`src/rtl/booth_accum_if.sv`:
```
// Product-in / result-out bundle between the Booth multiplier, the accumulator and its consumer.
interface booth_accum_if #(
  parameter int WIDTH      = 8,
  parameter int ACC_W      = 2*WIDTH+4,
  parameter int FIFO_DEPTH = 4
);
  localparam int LW = $clog2(FIFO_DEPTH) + 1;

  logic                 prod_valid;
  logic [2*WIDTH-1:0]   prod_in;
  logic                 clear;
  logic                 acc_ready;
  logic                 acc_valid;
  logic [ACC_W-1:0]     acc_out;
  logic                 acc_ovf;
  logic                 drop;
  logic [LW-1:0]        fifo_level;

  modport master (
    output prod_valid, prod_in, clear, acc_ready,
    input  acc_valid, acc_out, acc_ovf, drop, fifo_level
  );

  modport slave (
    input  prod_valid, prod_in, clear, acc_ready,
    output acc_valid, acc_out, acc_ovf, drop, fifo_level
  );
endinterface

```
`src/rtl/booth_accum.sv`:
```
// Buffers Booth products in a small FIFO and sums N_TERMS of them into a signed
// dot-product result with sticky overflow, presented on a valid/ready port.
module booth_accum #(
  parameter int WIDTH      = 8,
  parameter int N_TERMS    = 4,
  parameter int FIFO_DEPTH = 4,
  parameter int ACC_W      = 2*WIDTH+4
) (
  input  logic          clk,
  input  logic          rst_n,
  booth_accum_if.slave  bus
);
  localparam int PW = 2*WIDTH;
  localparam int AW = (FIFO_DEPTH > 1) ? $clog2(FIFO_DEPTH) : 1;
  localparam int LW = $clog2(FIFO_DEPTH) + 1;
  localparam int CW = $clog2(N_TERMS) + 1;

  typedef enum logic {ACCUM, OUT} state_e;

  state_e                   state_q, state_d;
  logic [PW-1:0]            mem_q [FIFO_DEPTH];
  logic [AW-1:0]            wptr_q, wptr_d, rptr_q, rptr_d;
  logic [LW-1:0]            level_q, level_d;
  logic signed [ACC_W-1:0]  sum_q, sum_d;
  logic [CW-1:0]            cnt_q, cnt_d;
  logic                     sticky_q, sticky_d;
  logic [ACC_W-1:0]         acc_out_q, acc_out_d;
  logic                     ovf_q, ovf_d;
  logic                     valid_q, valid_d;
  logic                     drop_q, drop_d;

  logic                     pop, push;
  logic signed [ACC_W-1:0]  head_ext, sum_new;
  logic                     add_ovf;

  assign head_ext = ACC_W'($signed(mem_q[rptr_q]));
  assign sum_new  = sum_q + head_ext;
  assign add_ovf  = (sum_q[ACC_W-1] == head_ext[ACC_W-1]) &&
                    (sum_new[ACC_W-1] != sum_q[ACC_W-1]);

  // A full FIFO still accepts a product when the head leaves on the same edge.
  assign pop  = (state_q == ACCUM) && (level_q != '0);
  assign push = bus.prod_valid && ((level_q != LW'(FIFO_DEPTH)) || pop);

  always_comb begin
    state_d   = state_q;
    wptr_d    = wptr_q;
    rptr_d    = rptr_q;
    sum_d     = sum_q;
    cnt_d     = cnt_q;
    sticky_d  = sticky_q;
    acc_out_d = acc_out_q;
    ovf_d     = ovf_q;
    valid_d   = valid_q;
    drop_d    = bus.prod_valid && !push;
    level_d   = level_q + LW'(push) - LW'(pop);
    if (push) wptr_d = wptr_q + AW'(1);
    case (state_q)
      ACCUM: begin
        if (pop) begin
          rptr_d = rptr_q + AW'(1);
          if (cnt_q == CW'(N_TERMS-1)) begin
            acc_out_d = sum_new;
            ovf_d     = sticky_q | add_ovf;
            valid_d   = 1'b1;
            sum_d     = '0;
            cnt_d     = '0;
            sticky_d  = 1'b0;
            state_d   = OUT;
          end else begin
            sum_d    = sum_new;
            cnt_d    = cnt_q + CW'(1);
            sticky_d = sticky_q | add_ovf;
          end
        end
      end
      OUT: begin
        if (valid_q && bus.acc_ready) begin
          valid_d = 1'b0;
          state_d = ACCUM;
        end
      end
      default: state_d = ACCUM;
    endcase
  end

  always_ff @(posedge clk) begin
    if (!rst_n || bus.clear) begin
      state_q   <= ACCUM;
      wptr_q    <= '0;
      rptr_q    <= '0;
      level_q   <= '0;
      sum_q     <= '0;
      cnt_q     <= '0;
      sticky_q  <= 1'b0;
      acc_out_q <= '0;
      ovf_q     <= 1'b0;
      valid_q   <= 1'b0;
      drop_q    <= 1'b0;
    end else begin
      state_q   <= state_d;
      wptr_q    <= wptr_d;
      rptr_q    <= rptr_d;
      level_q   <= level_d;
      sum_q     <= sum_d;
      cnt_q     <= cnt_d;
      sticky_q  <= sticky_d;
      acc_out_q <= acc_out_d;
      ovf_q     <= ovf_d;
      valid_q   <= valid_d;
      drop_q    <= drop_d;
    end
  end

  // Storage needs no reset; the pointers define which entries are live.
  always_ff @(posedge clk) begin
    if (rst_n && !bus.clear && push) mem_q[wptr_q] <= bus.prod_in;
  end

  assign bus.acc_valid  = valid_q;
  assign bus.acc_out    = acc_out_q;
  assign bus.acc_ovf    = ovf_q;
  assign bus.drop       = drop_q;
  assign bus.fifo_level = level_q;
endmodule

```
`src/flat_wrapper.sv`:
```
// flat-port wrapper written by rule: the top's interface ports become plain ports
module booth_accum_flat 
#(
  parameter int WIDTH      = 8,
  parameter int N_TERMS    = 4,
  parameter int FIFO_DEPTH = 4,
  parameter int ACC_W      = 2*WIDTH+4
)
  (clk, rst_n, bus_prod_valid, bus_prod_in, bus_clear, bus_acc_ready, bus_acc_valid, bus_acc_out, bus_acc_ovf, bus_drop, bus_fifo_level);
  booth_accum_if #(.WIDTH(WIDTH), .ACC_W(ACC_W), .FIFO_DEPTH(FIFO_DEPTH)) bus_i ();
  input  logic clk;
  input  logic rst_n;
  input wire logic [$bits(bus_i.prod_valid)-1:0] bus_prod_valid;
  input wire logic [$bits(bus_i.prod_in)-1:0] bus_prod_in;
  input wire logic [$bits(bus_i.clear)-1:0] bus_clear;
  input wire logic [$bits(bus_i.acc_ready)-1:0] bus_acc_ready;
  output wire logic [$bits(bus_i.acc_valid)-1:0] bus_acc_valid;
  output wire logic [$bits(bus_i.acc_out)-1:0] bus_acc_out;
  output wire logic [$bits(bus_i.acc_ovf)-1:0] bus_acc_ovf;
  output wire logic [$bits(bus_i.drop)-1:0] bus_drop;
  output wire logic [$bits(bus_i.fifo_level)-1:0] bus_fifo_level;
  assign bus_i.prod_valid = bus_prod_valid;
  assign bus_i.prod_in = bus_prod_in;
  assign bus_i.clear = bus_clear;
  assign bus_i.acc_ready = bus_acc_ready;
  assign bus_acc_valid = bus_i.acc_valid;
  assign bus_acc_out = bus_i.acc_out;
  assign bus_acc_ovf = bus_i.acc_ovf;
  assign bus_drop = bus_i.drop;
  assign bus_fifo_level = bus_i.fifo_level;
  booth_accum #(.WIDTH(WIDTH), .N_TERMS(N_TERMS), .FIFO_DEPTH(FIFO_DEPTH), .ACC_W(ACC_W)) u_core (.clk(clk), .rst_n(rst_n), .bus(bus_i));
endmodule
```
`config.mk`:
```
export PLATFORM = sky130hd
export DESIGN_NAME = booth_accum_flat
export DESIGN_NICKNAME = d
export VERILOG_FILES = /design/src/rtl/booth_accum_if.sv /design/src/rtl/booth_accum.sv /design/src/flat_wrapper.sv
export SDC_FILE = /design/constraint.sdc
export NUM_CORES = 1
export LEC_CHECK = 0
export BUFFER_PORTS_ARGS = -buffer_cell sky130_fd_sc_hd__buf_2
export CAP_MARGIN = 20
export CORE_ASPECT_RATIO = 1.1
export CORE_MARGIN = 3
export CORE_UTILIZATION = 64
export DETAILED_ROUTE_END_ITERATION = 8
export HOLD_SLACK_MARGIN = 0.03
export PLACE_DENSITY = 0.9
export SYNTH_ARGS = -nofsm -noshare
export SYNTH_HDL_FRONTEND = slang
export SYNTH_SLANG_ARGS = --single-unit
```
`constraint.sdc`:
```
create_clock -name clk -period 8.3 [get_ports clk]
set_input_delay 0.83 -clock clk [delete_from_list [all_inputs] [get_ports clk]]
set_output_delay 0.83 -clock clk [all_outputs]
set_load 0.005 [all_outputs]
```
==> flow_metrics.tcl, run 1 <==
set metrics [dict create \
    num_vias 3838 \
    post_layout_nonfiller_instances 610 \
    timing.hold.worst_path_depth 2 \
    synth_warnings 0 \
    cp.arrival_ps 4030 \
    comb_power_share_pct 27.3 \
    yosys.area.top_type_share_pct 35.5 \
    synth-edff-count 64 \
    cts_root_buffer "clkbuf_8" \
    postRouteWirelength_um 12100 \
    postPlaceCellArea_mm2 0.00571 \
    final_layout_size_suffix_gt1_share_pct 20.9 \
    powerDensity_mw_per_mm2 316 \
    detailedRoute.firstPassIterationCount 5 \
    drt-wirelength-per-cell_um 19.8 \
    endpoint_kind "flop" \
    share_clk_of_total_power_pct 37.9 \
    synth_top_area_cell "edfxtp_1" \
    yosys.cell_types.count 54 \
    synth_ff_type "edfxtp_1" \
    synthXorXnorAreaFrac_pct 3.98 \
    synth_simple_gate_area_share_pct 10.1 \
    starting_density_of_the_core_pct 66.9 \
    intPower_w 0.00136 \
    finalMaxSlewViolations 0 \
    fmaxAchievable_mhz 277 \
    post_synthesis_cell_area_mm2 0.00541 \
    fin_setup_tns_ps 0 \
    dr.first_iter.drc_count 315 \
    leakage_nw 2.48 \
    die_area_mm2 0.00959 \
    critical_path_class "reg -> reg" \
    setup_violations 0 \
    dieWidth_um 93.7 \
    stdcell_area_mm2 0.00632 \
    crit_path_top_delay_cell "mux4_2" \
    postCtsSetupBuffers 0 \
    grt_start_max_net_pins 41 \
    tightest_slew_ps 1000 \
    layout_setup_ws_ps 4690 \
    place_congestion 0.927 \
    multiInputGateArea_mm2 0.00222 \
    path_cells "buf_4, mux4_2, ha_1, fa_1, a21o_1, a221oi_2, nor3_2, or2_1, a31oi_1, xnor2_1, a31o_1" \
    top_level_ports 47 \
    netlist_instances 444 \
    timing.final.hold_violations 0 \
    placeableCoreArea_mm2 0.00808 \
    synth.area.mux_share_pct 7.03 \
    synth_compound_gate_area_share_pct 13.3 \
    port_buffers 46 \
    rows 34 \
    syn-num-nets 493 \
    cts.hold.buffers_added 0 \
    design.final.nets 538 \
    worstHoldPathType "reg -> reg" \
    insertedDiodeCount 0 \
    p_seq_share_pct 34.9 \
    layout_commonest_cell "edfxtp_1" \
    clock_pin_slew_on_the_worst_setup_and_hold_paths_ps 60 \
    grt.overflow.total 0 \
    ys_async_sr_fraction_pct 0 \
    fin_crit_ps 3610 \
    placement.setup.worst_slack_ps 4780 \
    power.switching_w 0.000636 \
    placed_cells_incl_taps 578 \
    fillers 466 \
    reg2reg_depth 11 \
    layout_area_growth_over_synthesis_pct 16.9 \
    min_to "u_core.bus.acc_out[7]" \
    yosys.area_share.adder_pct 6.75 \
    grt_setup_unrepaired "false" \
    data_required_time_of_the_critical_path_ps 8710 \
    viasPerCell 6.29 \
    run_status "finished, final reports clean" \
    die_span_in_y_um 102 \
    largest_clock_skew_in_the_final_design_ps 11.3 \
    cts_num_sinks 121 \
    antenna_found_initial 0 \
    ctsLongestPathBuffers 2 \
    wire_length_of_the_first_global_routing_pass_um 19700 \
    tritoncts "yes" \
    cts_resizes 0 \
    globalRouteTotalUtil_pct 27.3 \
    synth.area.top_cells "edfxtp_1, dfxtp_1, mux4_2, ha_1, nand2_1" \
    max_stage_delay_ps 550 \
    numCtsBuffers 17 \
    detailedPlacementHpwl_um 7350 \
    insertion_delay_ps 530 \
    vdd_drop_max_mv 0.216 \
    reg2reg_slack_ps 4690 \
    worstHoldStart "u_core.bus.acc_out[7]" \
    timing.final.crit_share_pct 43.6 \
    max-slew-margin-rel_pct 32.6 \
    seq_area_mm2 0.00306 \
    dominant_combinational_cell_family_by_area_after_synthesis "compound AO/OA/AOI/OAI gates" \
    cts_max_level 4 \
    worstReg2RegEnd "u_core.bus.acc_out[12]" \
    start_kind "flop" \
    p_sw_share_pct 31.8 \
    synth_area_per_cell_um2 12.2 \
    ys_seq_area_share_pct 56.6 \
    first_global_vias 4030 \
    critical_path.max_fanout 13 \
    ant_nets 0 \
    layout_common_cells "edfxtp_1, dfxtp_1, nand2_1" \
    drcViolationCount 0 \
    cap_viol_max_count 0 \
    synth-seq-cells 121 \
]
==> worst max-delay path by stage <==
stage	start	to	slack [ps]	cells past startpoint
2_1_floorplan	flop	u_core.sum_q[19]	5020	11
3_3_place_gp	flop	u_core.bus.acc_out[12]	4890	11
3_5_place_dp	flop	u_core.bus.acc_out[12]	4780	11
4_1_cts	flop	u_core.bus.acc_out[12]	4710	11
5_1_grt	flop	u_core.sum_q[19]	4490	10
6_report	flop	u_core.bus.acc_out[12]	4690	11
==> registers in the layout, indices dropped and copies added (netlist names), 2 cells and up, named ones only <==
signal                 cells
u_core.cnt_q               3
u_core.sum_q              20
u_core.mem_q              64
u_core.bus.fifo_level      3
u_core.rptr_q              2
u_core.bus.acc_out        20
u_core.wptr_q              2
==> routing by layer <==
layer  vias up  GRT usage [%]  share of wire [%]
li1       1738              -                  -
met1      1846           30.9                 37
met2       208           47.0                 53
met3        46           7.51                6.9
met4         0           15.1                3.0
met5         -              0                  0
==> kinds of logic after synthesis <==
logic type / count (synthesis)
fa+ha+maj: 28
buf+inv: 32
flops: 121
simple gates: 121
mux: 18
compound gates: 101
xor+xnor: 23
==> critical path, delay by kind of cell (launching register included) <==
family	cells	cell delay [ps]
AO/OA/AOI/OAI	4	1050
XOR/XNOR	1	130
adder cells (fa/ha/maj)	2	630
buffers and inverters	1	330
flip-flops	1	430
multiplexers	1	550
AND/OR/NAND/NOR	2	380
==> synthesized netlist by cell type (all sizes together) (10+ instances only) <==
master and instances:
nand3 12, ha 26, xnor2 13, a21oi 34, nor2 30, edfxtp 64
mux4 16, clkbuf 17, and3 10, dfxtp 57, o21ai 14, nand2 49
a21o 12
==> stage by stage <==
step           hold WS, ps  total power, W  utilization, %
3_3_place_gp           418         0.00119            70.6
3_5_place_dp           427         0.00122            70.6
4_1_cts                453         0.00199            78.2
5_1_grt                469         0.00208            78.2
6_report               453         0.00200            78.2
2_1_floorplan          412         0.00110               -
==> power groups by stage <==
stage | combinational (W) | sequential (W) | clock, W
floorplan | 0.000403 | 0.000699 | 0
global placement | 0.000486 | 0.000705 | 0
detailed placement | 0.000510 | 0.000707 | 0
CTS | 0.000536 | 0.000697 | 0.000761
global route | 0.000591 | 0.000701 | 0.000791
finish | 0.000545 | 0.000697 | 0.000757
==> cell type report <==
| class | instances | area share [%] |
|---|---|---|
| Clock buffer | 17 | 6.55 |
| Inverter | 9 | 0.534 |
| Sequential cell | 121 | 48.5 |
| Timing Repair Buffer | 49 | 4.00 |
| Clock inverter | 15 | 3.17 |
| Multi-Input combinational cell | 291 | 35.2 |
| Tap cell | 108 | 2.14 |
Note: power is estimated with default switching activity, not from simulation.
==> inputs of run 2 (changes only) <==
Settings changed: ABC_AREA set to 1, CORE_UTILIZATION 64 to 60, PLACE_DENSITY 0.9 to 0.85.
Clock period 8.3 ns to 3.57 ns, I/O delays scaled along.
==> run 2 against run 1 <==
Cell area is 8.3% higher. Hold slack worse by 410 ps. Routed wire length grew 13%. Via count rose by 27%. Cell count rose by 41%. Synthesized cell count up 51%. Die area is 14% higher. Global-route usage shrank 0.90 points. Largest power group unchanged.
==> flow_metrics.tcl, run 2 <==
set metrics [dict create \
    detail_route.wirelength.met1_um 5190 \
    worstHoldPathType "in -> reg" \
    layout_commonest_cell "nand2_1" \
    fin_crit_ps 2880 \
    wire_length_of_the_first_global_routing_pass_um 22100 \
    placeableCoreArea_mm2 0.00940 \
    powerDensity_mw_per_mm2 681 \
    fmaxAchievable_mhz 347 \
    num_vias 4888 \
    design.final.nets 782 \
    cts_resizes 0 \
    grt.overflow.total 0 \
    yosys.area.top_type_share_pct 33.0 \
    ys_seq_area_share_pct 52.6 \
    cp.arrival_ps 3310 \
    timing.final.crit_share_pct 80.7 \
    dieWidth_um 99.9 \
    timing.hold.worst_path_depth 1 \
    largest_register_ffs 64 \
    synth_area_per_cell_um2 8.68 \
    netlist_instances 671 \
    synthMostInstantiatedCell "nand2_1" \
    fillers 647 \
    cts_max_level 4 \
    synth_warnings 0 \
    port_buffers 46 \
    timing.final.hold_violations 0 \
    synth.area.top_cells "edfxtp_1, dfxtp_1, nand2_1, ha_1, inv_1" \
    tritoncts "yes" \
    synth_common_cells "nand2_1, inv_1, edfxtp_1" \
    cts_root_buffer "clkbuf_8" \
    insertedDiodeCount 0 \
    cts_num_sinks 121 \
    detailedRoute.firstPassIterationCount 7 \
    insertion_delay_ps 530 \
    clock_pin_slew_on_the_worst_setup_and_hold_paths_ps 60 \
    setup_violations 0 \
    yosys.cell_types.count 35 \
    synth-seq-cells 121 \
    met2RoutedLength_um 7130 \
    max-slew-margin-rel_pct 62.4 \
    numCtsBuffers 17 \
    drcViolationCount 0 \
    top_level_ports 47 \
    layout_common_cells "nand2_1, inv_1, edfxtp_1" \
    seq_area_mm2 0.00306 \
    finalMaxSlewViolations 0 \
    postRouteWirelength_um 13700 \
    critical_path.max_fanout 17 \
    synth_compound_gate_area_share_pct 13.6 \
    start_kind "flop" \
    synth.area.mux_share_pct 0 \
    layout_area_growth_over_synthesis_pct 17.6 \
    regMostFlops "u_core.mem_q" \
    largest_clock_skew_in_the_final_design_ps 8.59 \
    synth_ff_type "edfxtp_1" \
    highest_layer "met4" \
    grt_setup_unrepaired "false" \
    syn-num-nets 720 \
    synthXorXnorAreaFrac_pct 1.50 \
    synth-edff-count 64 \
    die_area_mm2 0.0109 \
    fin_setup_tns_ps 0 \
    synth_top_area_cell "edfxtp_1" \
    viasPerCell 5.66 \
    multiInputGateArea_mm2 0.00233 \
    post_synthesis_cell_area_mm2 0.00582 \
    first_global_vias 4787 \
    detailedPlacementHpwl_um 8940 \
    met3RoutedLength_um 882 \
    ys_async_sr_fraction_pct 0 \
    globalRouteTotalUtil_pct 26.4 \
    leakage_nw 3.13 \
    cap_viol_max_count 0 \
    yosys.area_share.adder_pct 6.27 \
    grt_start_max_net_pins 33 \
    endpoint_kind "flop" \
    final.hold.worst_slack_ps 45.3 \
    ctsLongestPathBuffers 2 \
    drt-wirelength-per-cell_um 15.8 \
    place_congestion 0.876 \
    synth_simple_gate_area_share_pct 18.7 \
    vdd_drop_max_mv 0.484 \
    tightest_slew_ps 563 \
    ant_nets 0 \
    die_span_in_y_um 109 \
    dr.first_iter.drc_count 340 \
    data_required_time_of_the_critical_path_ps 4000 \
    run_status "finished, final reports clean" \
    critical_path_class "reg -> reg" \
    starting_density_of_the_core_pct 62.0 \
    dominant_combinational_cell_family_by_area_after_synthesis "simple AND/OR/NAND/NOR gates" \
    antenna_found_initial 0 \
    rows 37 \
    reg2reg_depth 17 \
    final_layout_size_suffix_gt1_share_pct 13.0 \
]
## run 2: per-stage QoR
stage | setup slack, ps | cell area (um2) | total power [W] | util, % | cells
after global routing | 421 | 6850 | 0.00491 | 72.9 | 863
final | 690 | 6850 | 0.00466 | 72.9 | 863
after global placement | 829 | 6150 | 0.00283 | 65.5 | 822
after floorplan | 1270 | 5820 | 0.00259 | - | 671
after detailed placement | 766 | 6150 | 0.00288 | 65.5 | 822
after CTS | 739 | 6840 | 0.00466 | 72.8 | 862
## run 2: layout make-up
| cell class | count | share of cell area [%] |
|---|---|---|
| sequential | 121 | 44.7 |
| multi-input combinational | 446 | 34.1 |
| clock buffer | 18 | 6.10 |
| timing repair buffer | 64 | 5.66 |
| inverter | 83 | 4.55 |
| clock inverter | 14 | 2.72 |
| tap | 117 | 2.14 |
## run 2: logic make-up after synthesis
logic type	count (synthesis)
AND/OR/NAND/NOR	266
AO/OA/AOI/OAI	142
flip-flops	121
buffers and inverters	104
adder cells (fa/ha/maj)	28
XOR/XNOR	10
## run 2: where the power goes
group | internal, W | switching (W) | leakage [nW]
sequential | 0.00154 | 0.0000509 | 1.04
clock | 0.00108 | 0.000680 | 0.290
combinational | 0.000416 | 0.000898 | 1.80
total | 0.00304 | 0.00163 | 3.13
## run 2: routing by layer
metal / track usage (%) / up-vias
li1: - / 2360
met4: 12.5 / 0
met5: 0 / -
met3: 7.74 / 49
met2: 47.2 / 205
met1: 28.6 / 2274
## run 2: final timing paths
path | startpoint | end | slack [ps]
worst max-delay path | flop | u_core.bus.acc_out[16] | 690
worst min-delay path | bus_prod_in[11] | u_core.mem_q[1][11] | 50
worst max register to register | flop | u_core.bus.acc_out[16] | 690
worst min register to register | u_core.bus.acc_out[1] | u_core.bus.acc_out[1] | 470
## run 2: worst max-delay path, stage by stage, from the launching register on
cell,delay (ps)
dfxtp_1,300
buf_4,190
inv_1,370
o21ai_0,180
o22ai_1,200
ha_1,270
fa_1,290
nand3_1,110
nand3_1,170
nand3_1,90
nand2_1,140
nand2_1,100
nand2_1,70
nand2_1,60
nand2_1,60
nand2_1,50
nand2_1,70
inv_1,30
## run 2: timing repair
item | 4_1_cts | 5_1_grt
hold buffers | 8 | 1
buffers inserted | 0 | 0
endpoints found under the hold margin | 29 | 1
